## src/rtl/sat_counter.sv

```systemverilog
// Saturating up-counter with synchronous clear.
// Clear takes priority over increment.
module sat_counter #(
  parameter int W = 8
) (
  input  logic         clk,
  input  logic         rst_n,
  input  logic         inc,
  input  logic         clr,
  output logic [W-1:0] q
);

  always_ff @(posedge clk or negedge rst_n) begin
    if (!rst_n) begin
      q <= '0;
    end else if (clr) begin
      q <= '0;
    end else if (inc && (q != '1)) begin
      q <= q + W'(1);
    end
  end

endmodule

```

## config.mk

```make
export PLATFORM = sky130hd
export DESIGN_NAME = sat_counter
export DESIGN_NICKNAME = d
export VERILOG_FILES = /design/src/rtl/sat_counter.sv
export SDC_FILE = /design/constraint.sdc
export NUM_CORES = 1
export LEC_CHECK = 0
export BUFFER_PORTS_ARGS = -buffer_cell sky130_fd_sc_hd__buf_2
export CAP_MARGIN = 20
export CORE_MARGIN = 5
export CORE_UTILIZATION = 35
export CTS_CLUSTER_SIZE = 30
export DETAILED_ROUTE_END_ITERATION = 8
export GPL_ROUTABILITY_DRIVEN = 1
export PLACE_DENSITY = 0.64
export SLEW_MARGIN = 20
export SYNTH_ARGS = -nofsm -noshare
export SYNTH_HDL_FRONTEND = slang
export SYNTH_SLANG_ARGS = --single-unit
```

## constraint.sdc

```tcl
create_clock -name clk -period 1.85 [get_ports clk]
set_input_delay 0.0925 -clock clk [delete_from_list [all_inputs] [get_ports clk]]
set_output_delay 0.0925 -clock clk [all_outputs]
set_load 0.1 [all_outputs]
```

==> impl_metrics.csv, run 1 <==
group,metric,value,unit
outcome,status,"finished, final reports clean",
layout,largest_register_ffs,8,
floorplan,rows,13,
sta,finalSetupViolations,0,
yosys,synth_area_per_cell,9.47,um^2
layout,drive_gt1_share,38.1,%
worst_setup_path,crit_arrival,1.84,ns
cts,clk_latency,0.26,ns
yosys,synth_seq_cells,8,
sta,timing.fmax,592,MHz
placement,place_congestion,0.750,
global_route,grt_pass1_vias,338,
global_route,met3_usage,5.86,%
detailed_routing,postRouteWirelength,968,um
floorplan,die_w,46.4,um
yosys,yosysWarnings,0,
sta,finalWorstSetupSlack,0.159,ns
detailed_routing,drc_errors,0,
sta,layout_min_cycle_time,1.69,ns
placement,dp.cells,73,
detailed_routing,post_drt_wl_per_cell,12.4,um
floorplan,core,1280,um^2
placement,portBuffers,11,
worst_setup_path,critPathSlowestCell,"dfrtp_4",
cts,clk_path_buf_depth,2,
yosys,synthArstFlopShare,100,%
job,cap_violations,0,
sta,hold_violations,0,
layout,design_area,579,um^2
worst_setup_path,worst_path_largest_cell_delay,0.50,ns
layout,regMostFlops,"q",
sta,fin_crit_sh,91.4,%
cts,cts_tree,"built",
layout,area_growth,24.8,%
worst_setup_path,cp-end-kind,"register",
layout,nets,69,
sta,slew_headroom,67.8,%
yosys,netlist_instances,49,
layout,diodes,0,
placement,post-place-ws,0.160,ns
power,power.ir.vdd_worst,385,uV
detailed_routing,vias,414,
global_route,antenna_found_initial,0,
detailed_routing,drt_iter0_markers,2,
cts,post_cts.repair.setup_buffers,0,
placement,place_area,543,um^2
hold_path,hold_class,"in2reg",
worst_setup_path,cp.required,2.00,ns
global_route,grt_first_pass_wirelength,1.50,mm
floorplan,io_pins,12,
floorplan,initial_core_util,36.1,%
global_route,grt_util_all_layers,10.8,%
detailed_routing,dr.pass1.iters,4,
sta,drv_slew,0,
cts,root_buffer,"clkbuf_4",
floorplan,dieHeight,46.4,um
cts,cts_resized,0,
worst_setup_path,crit_buf_inv,0,
global_route,met2_usage,15.4,%
detailed_routing,drtAntennaViolNets,0,
worst_setup_path,crit_type,"reg2reg",
floorplan,dieArea,2150,um^2
layout,top_regs,"q: 8 flops",
worst_setup_path,worstSetupStartpointType,"register",
cts,cts_buffers,3,
cts,cts_num_sinks,8,
cts,htreeDepth,1,
global_route,grt_util_met1,12.3,%
sta,tns,0,ns
power,power_density,686,nW/um^2
yosys,synth_edf_count,0,
global_route,grt_busiest_layer,"met2",
yosys,yosys_most_used_dff,"dfrtp_1",
detailed_routing,avgViaCountPerCell,5.31,
worst_setup_path,critPathTopFamily,"flip-flops",
yosys,syn_nets,54,
layout,post-route-util,45.1,%
worst_setup_path,crit_fanout,7,
yosys,synth_area,464,um^2
sta,tightest_slew,0.486,ns
cts,clk_pin_slew,0.06,ns
sta,rsz0062_at_grt,"no",
global_route,grt_max_degree,12,
global_route,grt-ovfl-total,0,
yosys,synth_cell_types,28,
yosys,synth-seq-area-share,43.1,%
sta,skew,0.00444,ns
layout,layout_commonest_cell,"buf_2",
worst_setup_path,worstPathCellList,"ha_2 > and4_2 > a21boi_1 > mux2_2",
layout,final_cell_mix,"buf_2 (11), nor3_1 (4)",
layout,final_cells,78,
power,power.leakage,0.249,nW
layout make-up:
cell class | count | area (um^2)
clock buffers | 4 | 26.3
multi-input cells | 37 | 250
inverters | 2 | 7.51
flip-flops and latches | 8 | 211
repair buffers | 12 | 65.1
fillers | 128 | 706
well taps | 15 | 18.8
synthesized netlist by cell type, types with 2 or more instances:
master    n  area share (%)
inv_1     2             1.6
nor2_1    2             1.6
dfrtp_1   8              43
a21oi_1   3             3.2
nand3_1   2             2.2
mux2_2    2             4.9
nand2_1   2             1.6
nand2b_1  3             4.0
nor2b_1   3             4.0
nor3_1    4             4.3
path summary, 6_finish.rpt:
kind,from,slack [ns],depth (start not counted),to
max,q[0]$_DFFE_PN0P_,0.16,4,q[0]$_DFFE_PN0P_
max reg2reg,q[0]$_DFFE_PN0P_,0.16,4,q[0]$_DFFE_PN0P_
min in group asynchronous,rst_n,0.20,2,q[1]$_DFFE_PN0P_
max in group asynchronous,rst_n,1.46,2,q[0]$_DFFE_PN0P_
min,clr,0.14,2,q[2]$_DFFE_PN0P_
min reg2reg,q[7]$_DFFE_PN0P_,0.58,2,q[7]$_DFFE_PN0P_
power breakdown:
| group | switching [mW] | internal (mW) | total (mW) | leakage, nW |
|---|---|---|---|---|
| clock | 0.0623 | 0.0827 | 0.145 | 0.0150 |
| sequential | 0.00626 | 0.182 | 0.188 | 0.102 |
| combinational | 0.0487 | 0.0154 | 0.0642 | 0.132 |
repair_timing:
action,CTS,global route
endpoints found under the hold margin,8,0
setup endpoints to repair,0,0
hold buffers,1,0
cells by family after synthesis:
family                     share of synthesized area (%)
AOI/OAI and AO/OA                                   12.7
adders and majority gates                           2.69
buffers and inverters                               3.50
DFF                                                 43.1
muxes                                               7.01
and+or+nand+nor                                     31.0
metal layers:
metal  part of all wire [%]  routed length, um  vias to the layer above
met3                    6.7                 65                        4
met1                     47                456                      191
li1                       -                  -                      209
met4                    2.4                 23                        0
met2                     44                422                       10
met5                      0                  0                        -
metrics by stage:
stage | total power [mW] | hold slack [ns]
2_1_floorplan | 0.240 | -0.203
3_3_place_gp | 0.254 | -0.0485
3_5_place_dp | 0.255 | -0.0481
4_1_cts | 0.409 | 0.133
5_1_grt | 0.422 | 0.149
6_report | 0.397 | 0.137
Note: power is estimated with default switching activity, not from simulation.
==> run 2, diff against run 1 <==
--- a/config.mk
+++ b/config.mk
@@ -7,10 +7,11 @@
 export LEC_CHECK = 0
 export BUFFER_PORTS_ARGS = -buffer_cell sky130_fd_sc_hd__buf_2
 export CAP_MARGIN = 20
-export CORE_MARGIN = 5
-export CORE_UTILIZATION = 35
+export CORE_AREA = 5 5 42 44
+export CTS_BUF_LIST = sky130_fd_sc_hd__clkbuf_8 sky130_fd_sc_hd__clkbuf_16
 export CTS_CLUSTER_SIZE = 30
 export DETAILED_ROUTE_END_ITERATION = 8
+export DIE_AREA = 0 0 47 49
 export GPL_ROUTABILITY_DRIVEN = 1
 export PLACE_DENSITY = 0.64
 export SLEW_MARGIN = 20
==> impl_metrics.csv, run 2 (same netlist as run 1, synthesis figures left out) <==
group,metric,value,unit
detailed_routing,drtAntennaViolNets,0,
layout,regMostFlops,"q",
placement,place_area,544,um^2
sta,drv_slew,0,
sta,tightest_slew,0.489,ns
layout,regArea,211,um^2
layout,diodes,0,
power,power_density,787,nW/um^2
cts,root_buffer,"clkbuf_8",
detailed_routing,drt_iter0_markers,5,
worst_setup_path,cp.required,1.97,ns
cts,htreeDepth,1,
floorplan,dieArea,2300,um^2
floorplan,initial_core_util,33.1,%
layout,nets,69,
layout,drive_gt1_share,38.1,%
cts,cts_resized,0,
worst_setup_path,crit_fanout,7,
global_route,grt_pass1_vias,372,
global_route,grt_max_degree,12,
global_route,grt_first_pass_wirelength,1.64,mm
floorplan,rows,14,
floorplan,dieHeight,49,um
sta,skew,0.00715,ns
layout,multi_input_area,250,um^2
detailed_routing,postRouteWirelength,981,um
power,switching_power,129,uW
sta,slew_headroom,67.6,%
global_route,grt_util_all_layers,10.0,%
floorplan,die_w,47,um
worst_setup_path,cp-end-kind,"register",
floorplan,core,1400,um^2
worst_setup_path,crit_type,"reg2reg",
cts,clk_pin_slew,0.05,ns
cts,cts_tree,"built",
worst_setup_path,worstSetupStartpointType,"register",
sta,tns,0,ns
power,p_clk_share,46.5,%
detailed_routing,vias,422,
sta,rsz0062_at_grt,"no",
job,cap_violations,0,
power,seq_power_share,39.9,%
cts,post_cts.repair.setup_buffers,0,
placement,portBuffers,11,
detailed_routing,dr.pass1.iters,4,
global_route,antenna_found_initial,0,
sta,finalSetupViolations,0,
detailed_routing,drc_errors,0,
layout,fill_cells,155,
detailed_routing,post_drt_wl_per_cell,12.4,um
layout,top_regs,"q: 8 flops",
cts,cts_num_sinks,8,
cts,clk_latency,0.23,ns
floorplan,io_pins,12,
power,p_sw_share,27.5,%
cts,clk_path_buf_depth,2,
sta,hold_violations,0,
layout,layout_commonest_cell,"buf_2",
detailed_routing,avgViaCountPerCell,5.34,
cts,cts_hold_buffers,1,
layout,area_growth,29.1,%
layout,design_area,599,um^2
placement,place_congestion,0.696,
layout,largest_register_ffs,8,
power,pwr-share-comb,13.5,%
outcome,status,"finished, final reports clean",
power,power.ir.vdd_worst,371,uV
hold_path,hold_class,"in2reg",
worst_setup_path,crit_arrival,1.79,ns
global_route,grt-ovfl-total,0,
power,power.leakage,0.261,nW
sta,layout_min_cycle_time,1.68,ns
cts,cts_buffers,3,
layout,final_cell_mix,"buf_2 (11), nor3_1 (4)",
sta,timing.fmax,597,MHz
sta,fin_crit_sh,90.5,%
power,internal_power,342,uW
-- run 2: cell types whose count changed in the layout (fill, tap and decap cells not counted), sizes merged --
cell and delta:
clkbuf -1, inv +1
-- run 2: per-stage QoR --
step	util, %	power [mW]	hold slack, ns	cells	worst slack [ns]
5_1_grt	42.8	0.498	0.182	79	0.0937
2_1_floorplan	-	0.240	-0.203	49	0.00935
4_1_cts	42.8	0.476	0.170	79	0.165
3_5_place_dp	38.8	0.254	-0.0480	74	0.173
6_report	42.8	0.472	0.169	79	0.175
3_3_place_gp	38.8	0.254	-0.0494	74	0.198
-- run 2: area by class of cell --
cell class	instances	area share, %
timing repair buffer	12	10.9
clock buffer	3	6.89
tap	16	3.34
multi-input combinational	37	41.8
clock inverter	1	0.626
sequential	8	35.3
inverter	2	1.25
-- run 2: metal layers --
layer	share of wire, %	GRT usage (%)	vias to the layer above
met4	1.4	5.53	0
met1	45	12.2	201
met3	5.5	4.43	2
li1	-	-	208
met2	48	14.3	11
met5	0	0	-
-- run 2: power by group through the flow --
stage	Combinational, mW	Clock [mW]	Sequential [mW]
detailed placement	0.0632	0	0.191
global placement	0.0641	0	0.190
global route	0.0688	0.240	0.189
finish	0.0638	0.219	0.188
CTS	0.0649	0.223	0.188
floorplan	0.0181	0	0.222
-- run 2: path summary, 6_finish.rpt --
check	from	end	slack, ns	cells past startpoint
worst max-delay path	q[0]$_DFFE_PN0P_	q[0]$_DFFE_PN0P_	0.17	4
worst min-delay path	clr	q[2]$_DFFE_PN0P_	0.17	2
worst max register to register	q[0]$_DFFE_PN0P_	q[0]$_DFFE_PN0P_	0.17	4
worst min register to register	q[7]$_DFFE_PN0P_	q[7]$_DFFE_PN0P_	0.58	2
max in group asynchronous	rst_n	q[1]$_DFFE_PN0P_	1.42	2
min in group asynchronous	rst_n	q[4]$_DFFE_PN0P_	0.23	2
-- run 2: worst max-delay path: stages, from the launching register on --
cell and delay [ns]:
dfrtp_4 0.49, ha_2 0.24, and4_2 0.27, a21boi_1 0.21, mux2_2 0.36
==> run 3, diff against run 2 <==
--- a/config.mk
+++ b/config.mk
@@ -14,6 +14,7 @@
 export DIE_AREA = 0 0 47 49
 export GPL_ROUTABILITY_DRIVEN = 1
 export PLACE_DENSITY = 0.64
+export REMOVE_ABC_BUFFERS = 1
 export SLEW_MARGIN = 20
 export SYNTH_ARGS = -nofsm -noshare
 export SYNTH_HDL_FRONTEND = slang
==> impl_metrics.csv, run 3 (same netlist as run 1, synthesis figures left out) <==
group,metric,value,unit
global_route,antenna_found_initial,0,
worst_setup_path,worstPathCellList,"ha_1 > and4_2 > a21boi_1 > mux2_2",
power,power.ir.vdd_worst,576,uV
sta,finalSetupViolations,0,
floorplan,rows,14,
sta,hold_ws,0.180,ns
outcome,status,"finished, final reports clean",
placement,place_congestion,0.731,
cts,htreeDepth,1,
sta,skew,0.00389,ns
detailed_routing,drc_errors,0,
hold_path,hold_class,"in2reg",
floorplan,dieHeight,49,um
sta,hold_violations,0,
cts,root_buffer,"clkbuf_8",
layout,drive_gt1_share,29.0,%
cts,clk_pin_slew,0.04,ns
layout,final_cell_mix,"buf_2 (11), dfrtp_1 (8), nor3_1 (4)",
worst_setup_path,reg2reg_to,"q[0]$_DFFE_PN0P_",
worst_setup_path,r2r_cells,4,
hold_path,whs_path_depth,2,
worst_setup_path,reg2reg_from,"q[0]$_DFFE_PN0P_",
cts,clk_latency,0.23,ns
layout,regMostFlops,"q",
detailed_routing,drt_iter0_markers,9,
layout,top_regs,"q: 8 flops",
global_route,grt_max_degree,12,
floorplan,io_pins,12,
worst_setup_path,ff2ff_setup_slack,0.12,ns
sta,drv_slew,0,
global_route,grt_util_all_layers,10.6,%
floorplan,initial_core_util,33.1,%
floorplan,die_w,47,um
global_route,grt_first_pass_wirelength,1.77,mm
power,power.leakage,0.267,nW
global_route,grt_pass1_vias,381,
detailed_routing,drtAntennaViolNets,0,
layout,area_growth,25.3,%
job,cap_violations,0,
sta,slew_headroom,67.7,%
sta,timing.fmax,576,MHz
worst_setup_path,crit_arrival,1.85,ns
floorplan,dieArea,2300,um^2
placement,portBuffers,11,
detailed_routing,postRouteWirelength,1.04,mm
cts,post_cts.repair.setup_buffers,0,
worst_setup_path,worst_path_largest_cell_delay,0.43,ns
power,power_density,794,nW/um^2
worst_setup_path,crit_type,"reg2reg",
hold_path,worstHoldStart,"clr",
worst_setup_path,worstSetupStartpointType,"register",
layout,largest_register_ffs,8,
detailed_routing,dr.pass1.iters,4,
cts,clk_path_buf_depth,2,
layout,design_area,582,um^2
sta,layout_min_cycle_time,1.73,ns
layout,diodes,0,
sta,rsz0062_at_grt,"no",
worst_setup_path,crit_buf_inv,0,
layout,layout_commonest_cell,"buf_2",
sta,tightest_slew,0.487,ns
placement,place_area,531,um^2
global_route,grt-ovfl-total,0,
worst_setup_path,critPathSlowestCell,"dfrtp_1",
detailed_routing,post_drt_wl_per_cell,13.3,um
cts,cts_tree,"built",
detailed_routing,avgViaCountPerCell,5.36,
layout,nets,69,
cts,cts_buffers,3,
cts,cts_num_sinks,8,
sta,fin_crit_sh,93.8,%
layout,final_cells,78,
hold_path,hold-path-endpoint,"q[7]$_DFFE_PN0P_",
worst_setup_path,cp.required,1.96,ns
placement,dpl.hpwl,738,um
worst_setup_path,cp-end-kind,"register",
floorplan,core,1400,um^2
worst_setup_path,crit_fanout,7,
placement,dp.cells,74,
detailed_routing,vias,418,
worst_setup_path,critPathTopFamily,"flip-flops",
## run 3: final cells by class
type	instances	area (um^2)
Tap cell	16	20.0
Sequential cell	8	200
Clock buffer	3	41.3
Timing Repair Buffer	12	65.1
Fill cell	150	820
Inverter	2	7.51
Multi-Input combinational cell	37	248
## run 3: where the power goes
| group | switching (mW) | leakage, nW | internal [mW] |
|---|---|---|---|
| Combinational | 0.0492 | 0.135 | 0.0149 |
| Clock | 0.0704 | 0.0216 | 0.141 |
| Sequential | 0.00625 | 0.110 | 0.180 |
| Total | 0.126 | 0.267 | 0.336 |
## run 3: layer usage
| layer | vias to the layer above | global-route usage, % | part of all wire, % |
|---|---|---|---|
| met5 | - | 0 | 0 |
| met4 | 0 | 4.15 | 1.2 |
| met3 | 2 | 4.43 | 5.6 |
| met2 | 10 | 14.5 | 47 |
| met1 | 196 | 14.3 | 46 |
| li1 | 210 | - | - |
## run 3: how the worst max path moves through the flow
stage,to,depth (start not counted),slack (ns),startpoint
after floorplan,q[0]$_DFFE_PN0P_,4,-0.29,q[0]$_DFFE_PN0P_
after global placement,q[0]$_DFFE_PN0P_,4,0.21,q[0]$_DFFE_PN0P_
after detailed placement,q[0]$_DFFE_PN0P_,4,0.13,q[0]$_DFFE_PN0P_
after CTS,q[0]$_DFFE_PN0P_,4,0.12,q[0]$_DFFE_PN0P_
after global routing,q[0]$_DFFE_PN0P_,4,0.04,q[0]$_DFFE_PN0P_
final,q[0]$_DFFE_PN0P_,4,0.12,q[0]$_DFFE_PN0P_
## run 3: timing repair
item	4_1_cts	5_1_grt
endpoints found under the hold margin	8	0
hold buffers	1	0
gates resized for setup	0	0
## run 3: stage by stage
step | setup WS [ns] | utilization, % | total power, mW | setup TNS (ns)
floorplan | -0.285 | - | 0.232 | -0.770
global placement | 0.206 | 37.9 | 0.251 | 0
detailed placement | 0.133 | 37.9 | 0.252 | 0
CTS | 0.124 | 41.5 | 0.464 | 0
global route | 0.0397 | 41.5 | 0.482 | 0
finish | 0.115 | 41.5 | 0.462 | 0
